`config.mk`:
```
export PLATFORM = sky130hd
export DESIGN_NAME = net_router_output_ctrl_wh
export DESIGN_NICKNAME = d
export VERILOG_FILES = /design/src/rtl/net_router_output_ctrl_wh.sv
export SDC_FILE = /design/constraint.sdc
export NUM_CORES = 1
export LEC_CHECK = 0
export CAP_MARGIN = 5
export CORE_MARGIN = 3
export CORE_UTILIZATION = 47
export DETAILED_ROUTE_END_ITERATION = 12
export PLACE_DENSITY = 0.78
export SYNTH_ARGS = -nofsm -noshare
export SYNTH_HDL_FRONTEND = slang
export SYNTH_SLANG_ARGS = --single-unit
export TNS_END_PERCENT = 30
```
`constraint.sdc`:
```
create_clock -name clk -period 5.7 [get_ports clk]
set_input_delay 0.855 -clock clk [delete_from_list [all_inputs] [get_ports clk]]
set_output_delay 0.855 -clock clk [all_outputs]
set_load 0.005 [all_outputs]
```
`src/rtl/net_router_output_ctrl_wh.sv`:
```
// Wormhole output-port controller: round-robin arbitration among input-queue heads,
// with the port locked to the winning input from head flit to tail flit.
module net_router_output_ctrl_wh #(
  parameter int p_num_reqs  = 3,
  parameter int p_sel_nbits = 2
) (
  input  logic                   clk,
  input  logic                   reset,
  input  logic [p_num_reqs-1:0]  reqs,
  input  logic [p_num_reqs-1:0]  reqs_tail,
  input  logic [p_num_reqs-1:0]  reqs_domain,
  input  logic                   out_rdy,
  output logic [p_num_reqs-1:0]  grants,
  output logic                   out_val,
  output logic [p_sel_nbits-1:0] xbar_sel,
  output logic                   out_domain,
  output logic                   locked
);

  typedef enum logic {
    IDLE   = 1'b0,
    LOCKED = 1'b1
  } state_t;

  state_t                 state_reg;
  logic [p_sel_nbits-1:0] owner_reg;
  logic                   owner_domain_reg;
  logic [p_sel_nbits-1:0] ptr_reg;

  // Round-robin search result (only meaningful in IDLE)
  logic                   win_found;
  logic [p_sel_nbits-1:0] win_idx;
  int                     scan_sum;
  logic [p_sel_nbits-1:0] scan_idx;

  // Resolved grant for this cycle
  logic                   grant_any;
  logic [p_sel_nbits-1:0] grant_idx;
  logic                   grant_domain;

  function automatic logic [p_sel_nbits-1:0] wrap_inc(input logic [p_sel_nbits-1:0] x);
    if (x == p_sel_nbits'(p_num_reqs - 1))
      return '0;
    return x + p_sel_nbits'(1);
  endfunction

  // Scan ptr, ptr+1, ... modulo p_num_reqs; first requester wins.
  always_comb begin
    win_found = 1'b0;
    win_idx   = '0;
    scan_sum  = 0;
    scan_idx  = '0;
    for (int k = 0; k < p_num_reqs; k++) begin
      scan_sum = int'(ptr_reg) + k;
      if (scan_sum >= p_num_reqs)
        scan_sum = scan_sum - p_num_reqs;
      scan_idx = p_sel_nbits'(scan_sum);
      if (!win_found && reqs[scan_idx]) begin
        win_found = 1'b1;
        win_idx   = scan_idx;
      end
    end
  end

  // In LOCKED only the owner may be granted; its domain tag is frozen at the head flit.
  always_comb begin
    grant_any    = 1'b0;
    grant_idx    = '0;
    grant_domain = 1'b0;
    if (!reset) begin
      if (state_reg == IDLE) begin
        grant_any    = out_rdy && win_found;
        grant_idx    = win_idx;
        grant_domain = grant_any ? reqs_domain[win_idx] : 1'b0;
      end else begin
        grant_any    = out_rdy && reqs[owner_reg];
        grant_idx    = owner_reg;
        grant_domain = owner_domain_reg;
      end
    end
  end

  for (genvar gi = 0; gi < p_num_reqs; gi++) begin : g_grant
    assign grants[gi] = grant_any && (grant_idx == p_sel_nbits'(gi));
  end

  assign out_val    = grant_any;
  assign xbar_sel   = grant_any ? grant_idx : '0;
  assign out_domain = grant_domain;
  assign locked     = !reset && (state_reg == LOCKED);

  // State advances only on a granted flit; stalls and bubbles leave everything untouched.
  always_ff @(posedge clk) begin
    if (reset) begin
      state_reg        <= IDLE;
      owner_reg        <= '0;
      owner_domain_reg <= 1'b0;
      ptr_reg          <= '0;
    end else if (grant_any) begin
      case (state_reg)
        IDLE: begin
          if (reqs_tail[grant_idx]) begin
            ptr_reg <= wrap_inc(grant_idx);
          end else begin
            state_reg        <= LOCKED;
            owner_reg        <= grant_idx;
            owner_domain_reg <= reqs_domain[grant_idx];
          end
        end
        LOCKED: begin
          if (reqs_tail[owner_reg]) begin
            state_reg <= IDLE;
            ptr_reg   <= wrap_inc(owner_reg);
          end
        end
        default: state_reg <= IDLE;
      endcase
    end
  end

endmodule

```
==> results of run 1 <==
==> metal layers <==
layer / up-vias / GRT usage (%)
li1: 405 / -
met4: 0 / 2.84
met5: - / 0
met2: 34 / 32.4
met3: 0 / 5.86
met1: 367 / 27.4
==> where the power goes <==
part	switching, mW	internal, mW	total [mW]
combinational	0.0527	0.0452	0.0979
sequential	0.00610	0.0461	0.0522
clock	0.0137	0.0237	0.0375
total	0.0725	0.115	0.187
==> cell families after synthesis <==
kind of cell,after synthesis,share of synthesized area [%]
AND/OR/NAND/NOR,40,27.7
buffers and inverters,13,10.6
AO/OA/AOI/OAI,31,32.3
flip-flops,6,15.7
adder cells (fa/ha/maj),3,4.57
multiplexers,7,9.14
==> synthesized netlist by cell type, drive strengths merged (2+ instances only) <==
master	count	share of area, %
nor2	11	5.4
nand2	9	4.7
a21oi	8	5.2
buf	7	7.7
mux2i	7	9.1
dfxtp	6	16
inv	6	2.9
o21ai	5	3.8
nor2b	4	3.3
nand3	3	2.0
a21o	2	2.0
a22o	2	2.3
a311oi	2	4.6
ha	2	3.3
nand4	2	1.6
nor3b	2	2.6
nor4b	2	2.3
o21a	2	2.0
==> critical path, cell delays in order <==
cell and delay (ns):
clkdlybuf4s50_1 0.64, nor2_1 0.12, maj3_1 0.36, a21oi_1 0.22, o2111ai_1 0.26, nor3_1 0.25
clkdlybuf4s50_1 0.53
==> final cells by class <==
class	count	area, um^2	area share (%)
Multi-Input combinational cell	81	566	60.2
Tap cell	15	18.8	2.00
Timing Repair Buffer	19	190	20.2
Sequential cell	6	120	12.8
Clock buffer	3	22.5	2.40
Inverter	6	22.5	2.40
==> path summary, 6_finish.rpt <==
path / endpoint / slack, ns / depth (start not counted)
setup / recovery: grants[0] / 1.61 / 7
hold / removal: owner_domain_reg / 0.48 / 2
hold reg to reg: owner_domain_reg / 0.48 / 2
setup reg to reg: ptr_reg[0] / 3.28 / 8
==> layout by cell type (no fill, tap or decap), types with 2 or more instances in the layout <==
cell / instances
clkdlybuf4s50_1: 19
nor2_1: 11
a21oi_1: 8
nand2_1: 8
mux2i_1: 7
inv_1: 6
dfxtp_1: 6
nor2b_1: 4
nand3_1: 3
o21ai_0: 3
clkbuf_4: 3
a21o_1: 2
a22o_1: 2
nand4_1: 2
nor4b_1: 2
o21a_1: 2
ha_1: 2
==> stage by stage <==
stage               worst slack, ns  std cells  total power, mW  util (%)
finish                         1.61        130            0.187      66.4
CTS                            1.60        130            0.189      66.4
floorplan                      2.79        100            0.126         -
global placement               1.71        127            0.148      64.8
global route                   1.39        130            0.205      66.4
detailed placement             1.59        127            0.150      64.8
==> impl_metrics.tcl, run 1 <==
set metrics [dict create \
    grt_start_max_net_pins 12 \
    detail_route.vias_per_cell 6.20 \
    design_area_um2 940 \
    floorplan.die.width_um 46.4 \
    globalRoute.totalOverflow 0 \
    start_util_pct 54.2 \
    critPathLaunchType "primary input" \
    wire_per_inst_um 14.7 \
    drtPass1Iterations 4 \
    worstSkewPairLatency_ns 0.24 \
    detail-route-antenna-nets 0 \
    rows 13 \
    topRoutingLayerUsed "met3" \
    clk_root_buffer_cell "clkbuf_4" \
    io_buffers 19 \
    tritoncts_num_sinks 6 \
    cp-startpoint "reqs[2]" \
    global_route.usage.total_pct 20.3 \
    worst_setup_path_end_kind "output pin" \
    drv_slew 0 \
    status "finished, final reports clean" \
    setup-tns-final_ns 0 \
    drcViolationCount 0 \
    setup_repair_after_global_routing_missed_its_margin "false" \
    number_of_instances_in_the_synthesized_netlist 100 \
    floorplan.die_area_um2 2150 \
    final.period_utilization_pct 71.8 \
    dp_hpwl_um 1530 \
    yosysSeqAreaShare_pct 15.7 \
    synth.cell_area_um2 767 \
    yosys_warnings 0 \
    placeableCoreArea_um2 1420 \
    layout-drive-gt1-share_pct 7.83 \
    drtIter0Drc 28 \
    worstHoldPathType "reg -> reg" \
    setup_viol 0 \
    min_from "owner_domain_reg" \
    initial_antenna_violation_count 0 \
    cts_post_setup_buffers_inserted 0 \
    maxSlewHeadroom_pct 69.4 \
    first_global_vias 743 \
    crit-reg2reg-launch "ptr_reg[0]" \
    num_io_pins 20 \
    num-fill-cells 133 \
    areaGrowthSynthToFinish_pct 22.5 \
    wl_met1_um 894 \
    clock_skew_ns 0.00434 \
    cts_buf_count 3 \
    synthFlopType "dfxtp_1" \
    postSynthRegisterBits 6 \
    number_of_nets_produced_by_synthesis 114 \
    ctsHoldBuffers 0 \
    asyncSetResetFlopFracSynth_pct 0 \
    drt_wl_total_um 1920 \
    route.met2.wl_um 886 \
    synth-edff-count 0 \
    cap_viol_max_count 0 \
    total_leakage_power_nw 0.361 \
    post_cts.resized_instances 0 \
    synth_cell_types 43 \
    routed-via-count 806 \
    criticalPathCategory "in -> out" \
    critPathRequiredTime_ns 4.85 \
    worst_path_fanout_max 10 \
    num_antenna_cells 0 \
    met3WireLength_um 135 \
    path_clk_slew_ns 0.04 \
    power-per-cell-area_nw_per_um2 200 \
    cts-root-to-sink-buffers 2 \
    cp.arrival_ns 3.24 \
    placement.cell_area_um2 917 \
    finalCriticalPeriod_ns 4.09 \
    worst_hold_slack_ns 0.477 \
    max_clock_freq_mhz 244 \
    tritoncts_clock_tree "built" \
    ir_worst_vdd_v 0.000137 \
    die-height_um 46.4 \
    cts_htree_levels 1 \
    final_hold_viol_count 0 \
    tightest_slew_ns 0.459 \
    place.gp.congestion 0.818 \
    global_route_wire_length_before_repair_um 3220 \
    avgSynthCellArea_um2 7.67 \
    num-nets-final 131 \
]
Note: power is estimated with default switching activity, not from simulation.
==> run 2, diff against run 1 <==
- clock period: 5.7 -> 3.8 ns (I/O delays scaled with it)
==> run 2 against run 1 <==
  * Worst setup slack lost 1.1 ns
  * Total power grew 54%
  * Utilization grew 1.1 points
  * Largest cell class unchanged
  * Flip-flop and latch count is the same
  * Cell area grew 1.6%
  * Clock power grew 62%
  * Sequential power grew 50%
  * Sequential share of layout area shrank 0.20 points
  * Non-clock buffer count grew 2
  * Via count grew 3.8%
  * Critical path depth is the same
  * Critical endpoint unchanged
  * Hold slack gained 0.00093 ns
==> impl_metrics.tcl, run 2 (same netlist as run 1, synthesis figures left out) <==
set metrics [dict create \
    status "finished, final reports clean" \
    setup-tns-final_ns 0 \
    drtPass1Iterations 4 \
    crit_top_cell "clkdlybuf4s50_1" \
    ir_worst_vdd_v 0.000131 \
    global_route.peak_usage_layer "met2" \
    drt_wl_total_um 2010 \
    die-height_um 46.4 \
    placeableCoreArea_um2 1420 \
    path_clk_slew_ns 0.05 \
    num_io_pins 20 \
    num-nets-final 133 \
    rows 13 \
    power_report.internal_total_mw 0.174 \
    tritoncts_clock_tree "built" \
    routed-via-count 837 \
    post_cts.resized_instances 0 \
    worstHoldPathType "reg -> reg" \
    io_buffers 19 \
    cts_buf_count 3 \
    criticalPathCategory "in -> out" \
    p_seq_share_pct 27.2 \
    num-fill-cells 121 \
    tritoncts_num_sinks 6 \
    critical_path.slowest_cell "clkdlybuf4s50_1" \
    cap_viol_max_count 0 \
    worstSkewPairLatency_ns 0.25 \
    cts-root-to-sink-buffers 2 \
    groute.layer.met3.usage_pct 7.81 \
    detail_route.vias_per_cell 6.34 \
    layout-drive-gt1-share_pct 9.40 \
    fin_ws_ns 0.478 \
    floorplan.die_area_um2 2150 \
    power.net_switching_mw 0.115 \
    place.gp.congestion 0.843 \
    cts_post_setup_buffers_inserted 0 \
    p_sw_share_pct 39.8 \
    initial_antenna_violation_count 0 \
    final_hold_viol_count 0 \
    path_cells "clkdlybuf4s50_1, nor2_1, maj3_1, a21oi_1, o2111ai_1, nor3_1, clkdlybuf4s50_1" \
    first_global_vias 781 \
    clock_skew_ns 0.000195 \
    num_antenna_cells 0 \
    max_clock_freq_mhz 301 \
    wire_per_inst_um 15.2 \
    power-per-cell-area_nw_per_um2 303 \
    final.period_utilization_pct 87.4 \
    globalRoute.totalOverflow 0 \
    grt_use_met1_pct 25.9 \
    drv_slew 0 \
    most-common-layout-cells "clkdlybuf4s50_1 (19), nor2_1 (11), a21oi_1 (8), nand2_1 (8), mux2i_1 (7)" \
    grt_use_met2_pct 34.1 \
    dp_hpwl_um 1580 \
    critPathLaunchType "primary input" \
    setup_repair_after_global_routing_missed_its_margin "false" \
    tightest_slew_ns 0.467 \
    critPathBufInv 2 \
    comb_power_share_pct 51.8 \
    rrSetupSlack_ns 1.41 \
    ctsHoldBuffers 0 \
    critPathRequiredTime_ns 3.23 \
    power.share.clock_pct 21.0 \
    detail-route-antenna-nets 0 \
    maxSlewHeadroom_pct 68.8 \
    floorplan.die.width_um 46.4 \
    areaGrowthSynthToFinish_pct 24.5 \
    place_ws_ns 0.474 \
    drcViolationCount 0 \
    finalCriticalPeriod_ns 3.32 \
    setup_viol 0 \
    total_leakage_power_nw 0.370 \
    global_route.usage.total_pct 21.1 \
    global_route_wire_length_before_repair_um 3320 \
    totalPowerFinal_mw 0.289 \
    start_util_pct 54.2 \
    critical_path.max_stage_delay_ns 0.53 \
    critical_path.top_delay_family "buffers and inverters" \
    grt_start_max_net_pins 12 \
    cp.arrival_ns 2.75 \
    drtIter0Drc 34 \
    worst_path_fanout_max 6 \
    clk_root_buffer_cell "clkbuf_4" \
    cts_htree_levels 1 \
    worst_setup_path_end_kind "output pin" \
    mostFrequentLayoutCell "clkdlybuf4s50_1" \
]
## run 2: cell count changes in the layout (fill, tap and decap cells not counted), sizes merged
cell	previous run	this run
buf	0	2
## run 2: worst register-to-register path, stage by stage (launching register included)
cell and delay (ns):
dfxtp_1 0.35, inv_1 0.05, ha_1 0.42, nor3b_1 0.24, a21oi_1 0.10, a41o_1 0.30
a221oi_2 0.44, a32oi_1 0.20, mux2i_1 0.16
## run 2: path summary, 6_finish.rpt
kind,from,to,depth (start not counted)
worst max-delay path,reqs[2],grants[0],7
worst min-delay path,owner_domain_reg,owner_domain_reg,2
worst max register to register,ptr_reg[0],ptr_reg[0],8
worst min register to register,owner_domain_reg,owner_domain_reg,2
## run 2: metal layers
layer	wire, um	vias up
li1	-	406
met1	881	375
met2	933	52
met3	181	4
met4	11	0
met5	0	-
## run 2: layout make-up
cell class | instances | area (um^2) | share of cell area, %
inverter | 6 | 22.5 | 2.36
tap | 15 | 18.8 | 1.97
sequential | 6 | 120 | 12.6
clock buffer | 3 | 22.5 | 2.36
timing repair buffer | 21 | 205 | 21.5
multi-input combinational | 81 | 566 | 59.2
## run 2: stage by stage
step                util, %  hold slack (ns)  std cells  instance area, um^2
CTS                    67.5            0.479        132                  955
finish                 67.5            0.478        132                  955
floorplan                 -            0.454        100                  767
global route           67.5            0.504        132                  955
global placement       65.9            0.467        129                  932
detailed placement     65.9            0.472        129                  932
## run 2: power groups by stage
stage | Clock, mW | Sequential, mW | Combinational (mW)
final | 0.0607 | 0.0785 | 0.150
after global routing | 0.0671 | 0.0791 | 0.164
after detailed placement | 0 | 0.0793 | 0.147
after global placement | 0 | 0.0799 | 0.144
after CTS | 0.0620 | 0.0780 | 0.148
after floorplan | 0 | 0.0730 | 0.116
==> run 3, diff against run 2 <==
- CTS_CLUSTER_DIAMETER: unset -> 80
- clock period: 3.8 -> 3.3 ns (I/O delays scaled with it)
==> run 3 against run 2 <==
  * Utilization rose by 0.71 points
  * Total power rose by 15%
  * Via count fell by 2.2%
  * Worst setup slack got worse by 0.24 ns
  * Register-to-register slack got worse by 0.43 ns
  * Count of clock-buffer cells in the layout did not move
  * Critical path depth rose by 1
  * Die area did not move
  * Routed wire length fell by 1.3%
  * Sequential share of layout area fell by 0.13 points
  * Critical path type unchanged
==> impl_metrics.tcl, run 3 (same netlist as run 1, synthesis figures left out) <==
set metrics [dict create \
    status "finished, final reports clean" \
    num-nets-final 134 \
    worst_hold_slack_ns 0.478 \
    tritoncts_clock_tree "built" \
    layout-drive-gt1-share_pct 11.0 \
    first_global_vias 747 \
    mostFrequentLayoutCell "clkdlybuf4s50_1" \
    seq_area_um2 120 \
    floorplan.die_area_um2 2150 \
    drtIter0Drc 29 \
    place.gp.congestion 0.826 \
    setup_viol 0 \
    setup-tns-final_ns 0 \
    min_from "owner_domain_reg" \
    place_ws_ns 0.219 \
    num_io_pins 20 \
    areaGrowthSynthToFinish_pct 25.8 \
    tritoncts_num_sinks 6 \
    critical_path.max_stage_delay_ns 0.51 \
    maxSlewHeadroom_pct 70.0 \
    num-fill-cells 125 \
    die-height_um 46.4 \
    start_util_pct 54.2 \
    drt_wl_total_um 1980 \
    global_route.usage.total_pct 20.8 \
    crit_top_cell "clkdlybuf4s50_1" \
    global_route_wire_length_before_repair_um 3300 \
    detail-route-antenna-nets 0 \
    wire_per_inst_um 14.9 \
    path_cells "clkdlybuf4s50_1, nor2_1, maj3_1, a21oi_1, o2111ai_1, buf_4, nor2b_1, clkdlybuf4s50_1" \
    cp.arrival_ns 2.57 \
    clock_skew_ns 0.00297 \
    totalPowerFinal_mw 0.333 \
    critPathBufInv 3 \
    criticalPathCategory "in -> out" \
    critPathLaunchType "primary input" \
    worst_path_fanout_max 5 \
    placement.cell_area_um2 940 \
    critPathRequiredTime_ns 2.80 \
    drv_slew 0 \
    cts_htree_levels 1 \
    fin_ws_ns 0.237 \
    path_clk_slew_ns 0.05 \
    grt_start_max_net_pins 12 \
    worst_hold_path_cells 2 \
    cp-startpoint "reqs[2]" \
    detail_route.vias_per_cell 6.16 \
    critical_path_depth 8 \
    routed-via-count 819 \
    max_clock_freq_mhz 327 \
    num_antenna_cells 0 \
    rows 13 \
    globalRoute.totalOverflow 0 \
    worstHoldPathType "reg -> reg" \
    tightest_slew_ns 0.446 \
    drtPass1Iterations 4 \
    placeableCoreArea_um2 1420 \
    design_area_um2 965 \
    io_buffers 19 \
    cts-root-to-sink-buffers 2 \
    worst_setup_path_end_kind "output pin" \
    cts_buf_count 3 \
    total_leakage_power_nw 0.373 \
    multi_input_area_um2 568 \
    worstSkewPairLatency_ns 0.24 \
    floorplan.die.width_um 46.4 \
    clk_root_buffer_cell "clkbuf_4" \
    setup_repair_after_global_routing_missed_its_margin "false" \
    finalCriticalPeriod_ns 3.06 \
    post_layout_instance_count_excluding_filler_cells 133 \
    critical_path.slowest_cell "clkdlybuf4s50_1" \
    crit-reg2reg-launch "ptr_reg[0]" \
    place_inst 130 \
    power-per-cell-area_nw_per_um2 346 \
    final_core_utilization_pct 68.2 \
    cts_post_setup_buffers_inserted 0 \
    worst_r2r_path_depth 8 \
    cap_viol_max_count 0 \
    most-common-layout-cells "clkdlybuf4s50_1 (19), nor2_1 (11), a21oi_1 (8), nand2_1 (8), mux2i_1 (7)" \
    dp_hpwl_um 1580 \
    initial_antenna_violation_count 0 \
    ir_worst_vdd_v 0.000187 \
    drcViolationCount 0 \
    final.period_utilization_pct 92.8 \
    critical_path.top_delay_family "buffers and inverters" \
    final_hold_viol_count 0 \
]
## run 3: layer usage
| layer | GRT usage, % | part of all wire (%) |
|---|---|---|
| met1 | 28.0 | 45 |
| met2 | 33.2 | 46 |
| met3 | 4.69 | 7.9 |
| met4 | 4.55 | 1.3 |
| met5 | 0 | 0 |
## run 3: area by class of cell
type,instances,share of cell area [%]
Clock buffer,3,2.33
Tap cell,15,1.95
Multi-Input combinational cell,81,58.9
Inverter,6,2.33
Sequential cell,6,12.5
Timing Repair Buffer,22,22.0
## run 3: worst paths after layout
path                            to  slack (ns)
setup / recovery       xbar_sel[1]        0.24
hold reg to reg   owner_domain_reg        0.48
hold / removal    owner_domain_reg        0.48
setup reg to reg        ptr_reg[1]        0.98
## run 3: worst reg2reg max path, cell delays in order (launching register included)
cell and delay (ns):
dfxtp_1 0.35, inv_1 0.05, ha_2 0.34, nor3b_1 0.22
a21oi_1 0.11, a41o_1 0.29, a221oi_2 0.46, a32oi_1 0.21
mux2i_1 0.16
## run 3: power breakdown
part	internal, mW	switching (mW)
clock network	0.0411	0.0263
registers	0.0795	0.0109
logic	0.0825	0.0930
## run 3: timing repair
action,in CTS,in global routing
endpoints found under the setup margin,0,2
hold buffers,0,0
hold endpoints to repair,0,0
resized for setup,0,1
